## config.mk

```make
export PLATFORM = sky130hd
export DESIGN_NAME = serial_add_seq
export DESIGN_NICKNAME = d
export VERILOG_FILES = /design/src/rtl/serial_add_seq.sv
export SDC_FILE = /design/constraint.sdc
export NUM_CORES = 1
export LEC_CHECK = 0
export CAP_MARGIN = 25
export CORE_MARGIN = 10
export CORE_UTILIZATION = 40
export DETAILED_ROUTE_END_ITERATION = 10
export PLACE_DENSITY_LB_ADDON = 0.12
export SYNTH_ARGS = -nofsm -noshare
export SYNTH_HDL_FRONTEND = slang
export SYNTH_SLANG_ARGS = --single-unit
```

## constraint.sdc

```tcl
create_clock -name clk -period 1.4 [get_ports clk]
set_input_delay 0.28 -clock clk [delete_from_list [all_inputs] [get_ports clk]]
set_output_delay 0.28 -clock clk [all_outputs]
set_load 0.01 [all_outputs]
```

## src/rtl/serial_add_seq.sv

```systemverilog
// serial_add_seq
// Bit-serial addition sequencer wrapped around an external 1-bit full-adder
// slice. Two WIDTH-bit operands and a carry-in are accepted on start. They are
// fed to the slice LSB-first, one bit per clock, while the running carry is
// held here. The returned sum bits are gathered into a parallel result
// together with carry-out and two's-complement overflow.
//
// Ports:
//   clk      - system clock, all state on rising edge
//   rst      - synchronous, active-high reset
//   start    - begin an addition (honoured only when idle)
//   a, b     - WIDTH-bit operands, sampled on accepted start
//   cin      - carry-in, sampled on accepted start
//   fa_a     - operand A bit presented to the slice
//   fa_b     - operand B bit presented to the slice
//   fa_cin   - running carry presented to the slice
//   fa_s     - sum bit returned by the slice (combinational)
//   fa_cout  - carry bit returned by the slice (combinational)
//   busy     - high while an addition is in progress
//   done     - one-cycle pulse, sum/cout/ovf valid
//   sum      - parallel result
//   cout     - final carry-out
//   ovf      - two's-complement overflow
module serial_add_seq #(
    parameter int WIDTH = 8
) (
    input  logic             clk,
    input  logic             rst,
    input  logic             start,
    input  logic [WIDTH-1:0] a,
    input  logic [WIDTH-1:0] b,
    input  logic             cin,
    output logic             fa_a,
    output logic             fa_b,
    output logic             fa_cin,
    input  logic             fa_s,
    input  logic             fa_cout,
    output logic             busy,
    output logic             done,
    output logic [WIDTH-1:0] sum,
    output logic             cout,
    output logic             ovf
);

    localparam int CNT_W = (WIDTH > 2) ? $clog2(WIDTH) : 1;

    typedef enum logic [1:0] {
        IDLE = 2'd0,
        RUN  = 2'd1,
        DONE = 2'd2
    } state_t;

    state_t           state;
    state_t           state_next;
    logic [WIDTH-1:0] sa;
    logic [WIDTH-1:0] sb;
    logic [WIDTH-2:0] res_sh;
    logic [WIDTH-1:0] res_next;
    logic [WIDTH-1:0] sum_q;
    logic [CNT_W-1:0] cnt;
    logic             carry;
    logic             cap_a_msb;
    logic             cap_b_msb;
    logic             cout_q;
    logic             ovf_q;
    logic             last_bit;

    assign last_bit = (cnt == CNT_W'(WIDTH - 1));

    // The partial result only keeps the WIDTH-1 bits already collected; the
    // bit arriving this cycle is concatenated on top, so on the final RUN edge
    // res_next is the complete sum.
    assign res_next = {fa_s, res_sh};

    // State register.
    always_ff @(posedge clk) begin
        if (rst) begin
            state <= IDLE;
        end else begin
            state <= state_next;
        end
    end

    // Next-state logic. DONE always lasts a single cycle.
    always_comb begin
        state_next = state;
        case (state)
            IDLE:    if (start) state_next = RUN;
            RUN:     if (last_bit) state_next = DONE;
            DONE:    state_next = IDLE;
            default: state_next = IDLE;
        endcase
    end

    // Datapath. The visible sum/cout/ovf registers are only written on the
    // last RUN edge, so they hold the previous result throughout a new
    // addition and are valid exactly when done rises.
    always_ff @(posedge clk) begin
        if (rst) begin
            sa        <= '0;
            sb        <= '0;
            res_sh    <= '0;
            sum_q     <= '0;
            cnt       <= '0;
            carry     <= 1'b0;
            cap_a_msb <= 1'b0;
            cap_b_msb <= 1'b0;
            cout_q    <= 1'b0;
            ovf_q     <= 1'b0;
        end else begin
            case (state)
                IDLE: begin
                    if (start) begin
                        sa        <= a;
                        sb        <= b;
                        carry     <= cin;
                        cnt       <= '0;
                        res_sh    <= '0;
                        cap_a_msb <= a[WIDTH-1];
                        cap_b_msb <= b[WIDTH-1];
                    end
                end
                RUN: begin
                    res_sh <= res_next[WIDTH-1:1];
                    carry  <= fa_cout;
                    sa     <= {1'b0, sa[WIDTH-1:1]};
                    sb     <= {1'b0, sb[WIDTH-1:1]};
                    cnt    <= cnt + CNT_W'(1);
                    if (last_bit) begin
                        sum_q  <= res_next;
                        cout_q <= fa_cout;
                        ovf_q  <= (cap_a_msb == cap_b_msb) && (fa_s != cap_a_msb);
                    end
                end
                default: begin
                end
            endcase
        end
    end

    // Slice operands are forced low outside RUN so the slice sees quiet
    // inputs while idle.
    always_comb begin
        fa_a   = 1'b0;
        fa_b   = 1'b0;
        fa_cin = 1'b0;
        if (state == RUN) begin
            fa_a   = sa[0];
            fa_b   = sb[0];
            fa_cin = carry;
        end
    end

    assign busy = (state != IDLE);
    assign done = (state == DONE);
    assign sum  = sum_q;
    assign cout = cout_q;
    assign ovf  = ovf_q;

endmodule
```

## Word-level counts from Yosys, hierarchy flattened

Cells that the tools add are included.

| operators by class | value |
|---|---|
| $add $sub $neg | 1 |
| multiply operators | 0 |
| divide/modulo/power cells | 0 |
| order comparisons | 0 |
| equal/unequal tests | 7 |
| shift operators | 0 |
| muxes and demuxes | 16 |
| bitwise logic cells | 0 |
| reductions and logical operators | 8 |

Operator list:

| operator | number |
|---|---|
| 8-bit one-hot mux with 2 select lines | 2 |
| 8-bit two-way mux | 2 |
| 7-bit one-hot mux with 2 select lines | 1 |
| 2-bit AND reduction | 4 |
| 7-bit two-way mux | 1 |
| 3-bit one-hot mux with 2 select lines | 1 |
| 1-bit two-way mux | 4 |
| 2-bit two-way mux | 2 |
| 2-bit != test (second input constant) | 2 |
| 2-bit one-hot mux with 2 select lines | 1 |
| 2-bit nonzero test | 2 |
| 3-bit by 1-bit adder with 3-bit output (second input constant) | 1 |
| 3-bit == test (second input constant) | 1 |
| 3-bit two-way mux | 1 |
| 2-bit by 1-bit == test with 1-bit output (second input constant) | 1 |
| 2-bit == test (second input constant) | 1 |
| 2-bit zero test | 1 |
| 1-bit one-hot mux with 2 select lines | 1 |
| 1-bit == test | 1 |
| 1-bit logical AND | 1 |
| 1-bit != test | 1 |

| word-level totals | value |
|---|---|
| flip-flop bits (word level) | 41 |
| latch bits | 0 |
| memory bits (writable) | 0 |
| ROM bits | 0 |
| bits of input ports | 22 |
| memories | 0 |

## Depth between registers and ports, before layout

| logic depth | value |
|---|---|
| word-level depth | 3 |
| depth in mapped cells | 6 |
| gate-level depth less buffers | 5 |

## Worst setup path before layout

OpenSTA, ideal clock, no wires.

| timing path | value |
|---|---|
| path kind | register to register |
| start | register cnt[0] |
| end | register sum_q[7], in the netlist sum[7] |
| setup time | 0.128 ns |
| arrival time | 1.142 ns |
| required time | 1.272 ns |
| path slack | 0.130 ns |
| cell stages (with the launch flop) | 7 |
| path buffers | 1 |
| cells stage by stage | dfxtp_1 ha_1 ha_1 nand3b_1 buf_4 mux2i_1 nor2_1 |

| between the ends | value |
|---|---|
| word-level cells in the longest chain between the ends | 2 |

RTL lines:

| element | line | RTL |
|---|---|---|
| start: declaration | 60 | `logic [CNT_W-1:0] cnt;` |
| start signal: assignment | 128 | `cnt <= cnt + CNT_W'(1);` |
| 3-bit == test | 68 | `assign last_bit = (cnt == CNT_W'(WIDTH - 1));` |
| 2-bit AND reduction (no source line) | -- |  |
| end signal: assignment | 130 | `sum_q <= res_next;` |
| end: declaration | 59 | `logic [WIDTH-1:0] sum_q;` |

No other way between the ends.
A chain may end at the register's enable or synchronous reset.

## Final worst setup path

| timing path | value |
|---|---|
| start | register state[1] |
| end | output port busy |

| between the ends | value |
|---|---|
| word-level cells in the longest chain between the ends | 1 |

RTL lines:

| element | line | RTL |
|---|---|---|
| start: declaration | 53 | `state_t state;` |
| start signal: assignment | 80 | `state <= state_next;` |
| 2-bit nonzero test | 154 | `assign busy = (state != IDLE);` |
| end: declaration | 38 | `output logic busy,` |

No other way between the ends.

==> summary.md <==
| Metric | Value |
|---|---|
| Initial Util | `roughly two fifths` |
| Flops & latches, synth | `41` |
| GRT met3 Usage | `around 5.2%` |
| Global Route met1 Usage | `12.9%` |
| Critical path's top delay family | `flip-flops` |
| FFs w/ async S/R, synth | `0%` |
| Hold/Removal Path Class | `in -> reg` |
| Pwr Density | `around 990 mW/mm²` |
| Total CTS buffers | `5` |
| Type of origin of the critical path | `register` |
| R2r setup slk | `around 0.060 ns` |
| Power Internal | `0.00182 W` |
| RD Place Congestion | `0.716` |
| Post-Layout Cell Count | `278` |
| Total Nets Final | `between 200 and 300` |
| Buffers and inverters on the worst path | `2` |
| CTS clock-pin slew for the worst setup and hold paths | `0.08 ns` |
| LEAKAGE | `0.970 nW` |
| Inst Count DP | `approximately 270` |
| Logic gate share of total power | `between 10% and 20%` |
| Synthesized area | `0.00181 mm²` |
| Critical-path cell list | `buf_6 > or2_4 > buf_6` |
| Sw frac | `between 20% and 30%` |
| Synthesis Warnings | `0` |
| Bufs on Longest Clock Path | `2` |
| Slowest stage cell, crit path | `dfxtp_4` |
| Slew Limit Headroom | `a little under three quarters` |
| Busiest grt layer | `met2` |
| WP data required | `1.12 ns` |
| Period utilization | `just under 100%` |
| Top cells by area, synth | `dfxtp_1, a211oi_2, mux2i_1` |
| Chip width | `between 80 and 90 µm` |
| Met2 GRT Util | `17.9%` |
| Slew Viols, Final | `0` |
| DR pass1 iterations | `4` |
| Initial antenna violation count | `0` |
| EDFF count, synth | `0` |
| Mapped Nets | `203` |
| Slowest stage delay, CP | `0.37 ns` |
| Layout area overhead | `34.7%` |
| Primary FF master, synth | `dfxtp_1` |
| Rows | `24` |
| Via count | `1419` |
| # port buffers | `36` |
| Cell mode on critical path | `buf_6` |
| Switch Pwr | `~0.0006 W` |
| Post-Syn Instances | `approximately 180` |
| Sink Count | `41` |
| CTS tree | `done` |
| Via-to-Cell Ratio | `5.10` |
| Share of cells above drive strength 1 | `32.7%` |
| Final Util | `55.9%` |
| Count of different cell masters after synthesis | `28` |
| DR iter-0 viols | `75` |
| Final Hold Fails | `0` |
| ANT nets after route | `0` |
| Area share of the largest cell type after synthesis | `about 45%` |
| Hold-fix buffers at CTS | `0` |
| Pwr Total | `0.00241 W` |
| Fmax | `720 MHz` |
| Tmin final | `1.39 ns` |
| Largest net degree at the start of global routing | `31` |
| Vias in the first global route | `1440` |
| HPWL after DPL | `2890 µm` |
| Maxcap violations | `0` |
| Pin slew with the least headroom to its limit | `0.420 ns` |
| Root buffer selected by CTS | `clkbuf_8` |
| Crit end category | `output pin` |
| Clock Latency Late Sink | `0.29 ns` |
| Commonest cells in the netlist | `dfxtp_1, mux2i_1, a211oi_2, nor2_1` |
| Global-route wire length before repair | `6860 µm` |
| GRT overflow | `0` |
| Die height | `between 80 and 90 µm` |
| Final wirelength | `4140 µm` |
| Finish-stage setup viols | `0` |
| Ports | `37` |
| Die Footprint | `about 0.0076 mm²` |
| Maximum vdd drop | `0.000599 V` |
| Post-Syn Area per Cell | `10.1 µm²` |
| GRT Total Usage | `11.1%` |
| RSZ-0062 raised after global routing | `true` |
| Clk pwr share | `between 30% and 40%` |
| CP arrival | `1.11 ns` |
| Antenna cells | `0` |
| WS Path Type | `reg -> out` |
| Flop pwr share | `a little over half` |
| Status | `complete, no violations` |
| DRC Markers | `0` |
| Sequential element share of the synthesized area | `45.4%` |
| Wire per inst | `14.9 µm` |
| Max FO, Critical Path | `3` |
| # H-tree levels | `2` |
| Worst Skew | `about 0.0048 ns` |
| Most common cell in the netlist | `dfxtp_1` |
| Core ar. | `0.00435 mm²` |
| Cell taking the most area after synthesis | `dfxtp_1` |
sequential cells by signal (all words and copies together), names as in the netlist:
| register | count |
|---|---|
| sum | 8 |
| carry | 1 |
| state | 2 |
| cap_b_msb | 1 |
| cnt | 3 |
| cout | 1 |
| cap_a_msb | 1 |
| res_sh | 7 |
| sa | 8 |
| ovf | 1 |
| sb | 8 |
what timing repair did:
action	in CTS	in global routing
endpoints found under the setup margin	27	22
pin swaps	0	1
gates resized for setup	37	14
buffers inserted	1	3
power by group through the flow:
stage	Combinational, W	Sequential, W	Clock, W
after CTS	0.000367	0.00125	0.000794
final	0.000379	0.00125	0.000778
after global placement	0.000349	0.00128	0
after global routing	0.000415	0.00126	0.000849
after detailed placement	0.000360	0.00128	0
after floorplan	0.000234	0.00127	0
layout by cell type, fill, tap and decap left out, drive strengths merged, types with 2 or more instances in the layout:
master,n
and2,3
clkdlybuf4s50,20
ha,2
nand2b,2
nand3b,2
buf,25
clkbuf,7
a21oi,14
nand2,10
nand3,8
a211oi,17
o21ai,2
nor2b,2
nor2,29
mux2i,17
dlygate4sd2,10
dfxtp,41
a22oi,9
logic make-up after synthesis:
kind of cell / share of synthesized area (%)
AND/OR/NAND/NOR: 17.0
multiplexers: 9.41
flip-flops: 45.4
adder cells (fa/ha/maj): 1.38
buffers and inverters: 5.67
AO/OA/AOI/OAI: 21.2
metrics by stage:
step	instance area (µm²)	setup TNS, ns	hold slack, ns	worst slack, ns
after floorplan	1810	0	0.424	0.130
after global placement	2280	-1.58	0.447	-0.102
after detailed placement	2280	-2.43	0.449	-0.146
after CTS	2360	-0.000811	0.363	-0.000811
after global routing	2430	-0.0755	0.396	-0.0228
final	2430	0	0.364	0.0110
metal layers:
layer  part of all wire (%)  vias up
li1                       -      722
met1                     43      664
met2                     49       31
met3                    7.4        2
met4                   0.72        0
met5                      0        -
worst paths after layout:
kind	from	end	cells past startpoint
min reg2reg	sum[4]	sum[4]	2
max	state[1]	busy	3
max reg2reg	state[0]	sa[1]	6
min	rst	sum[7]	2
cell type report:
cell class	instances	area, µm²
flip-flops and latches	41	827
fillers	379	1920
repair buffers	55	547
clock buffers	7	86.3
well taps	52	65.1
inverters	1	3.75
multi-input cells	122	906
Power figures use the tool's default switching activity.
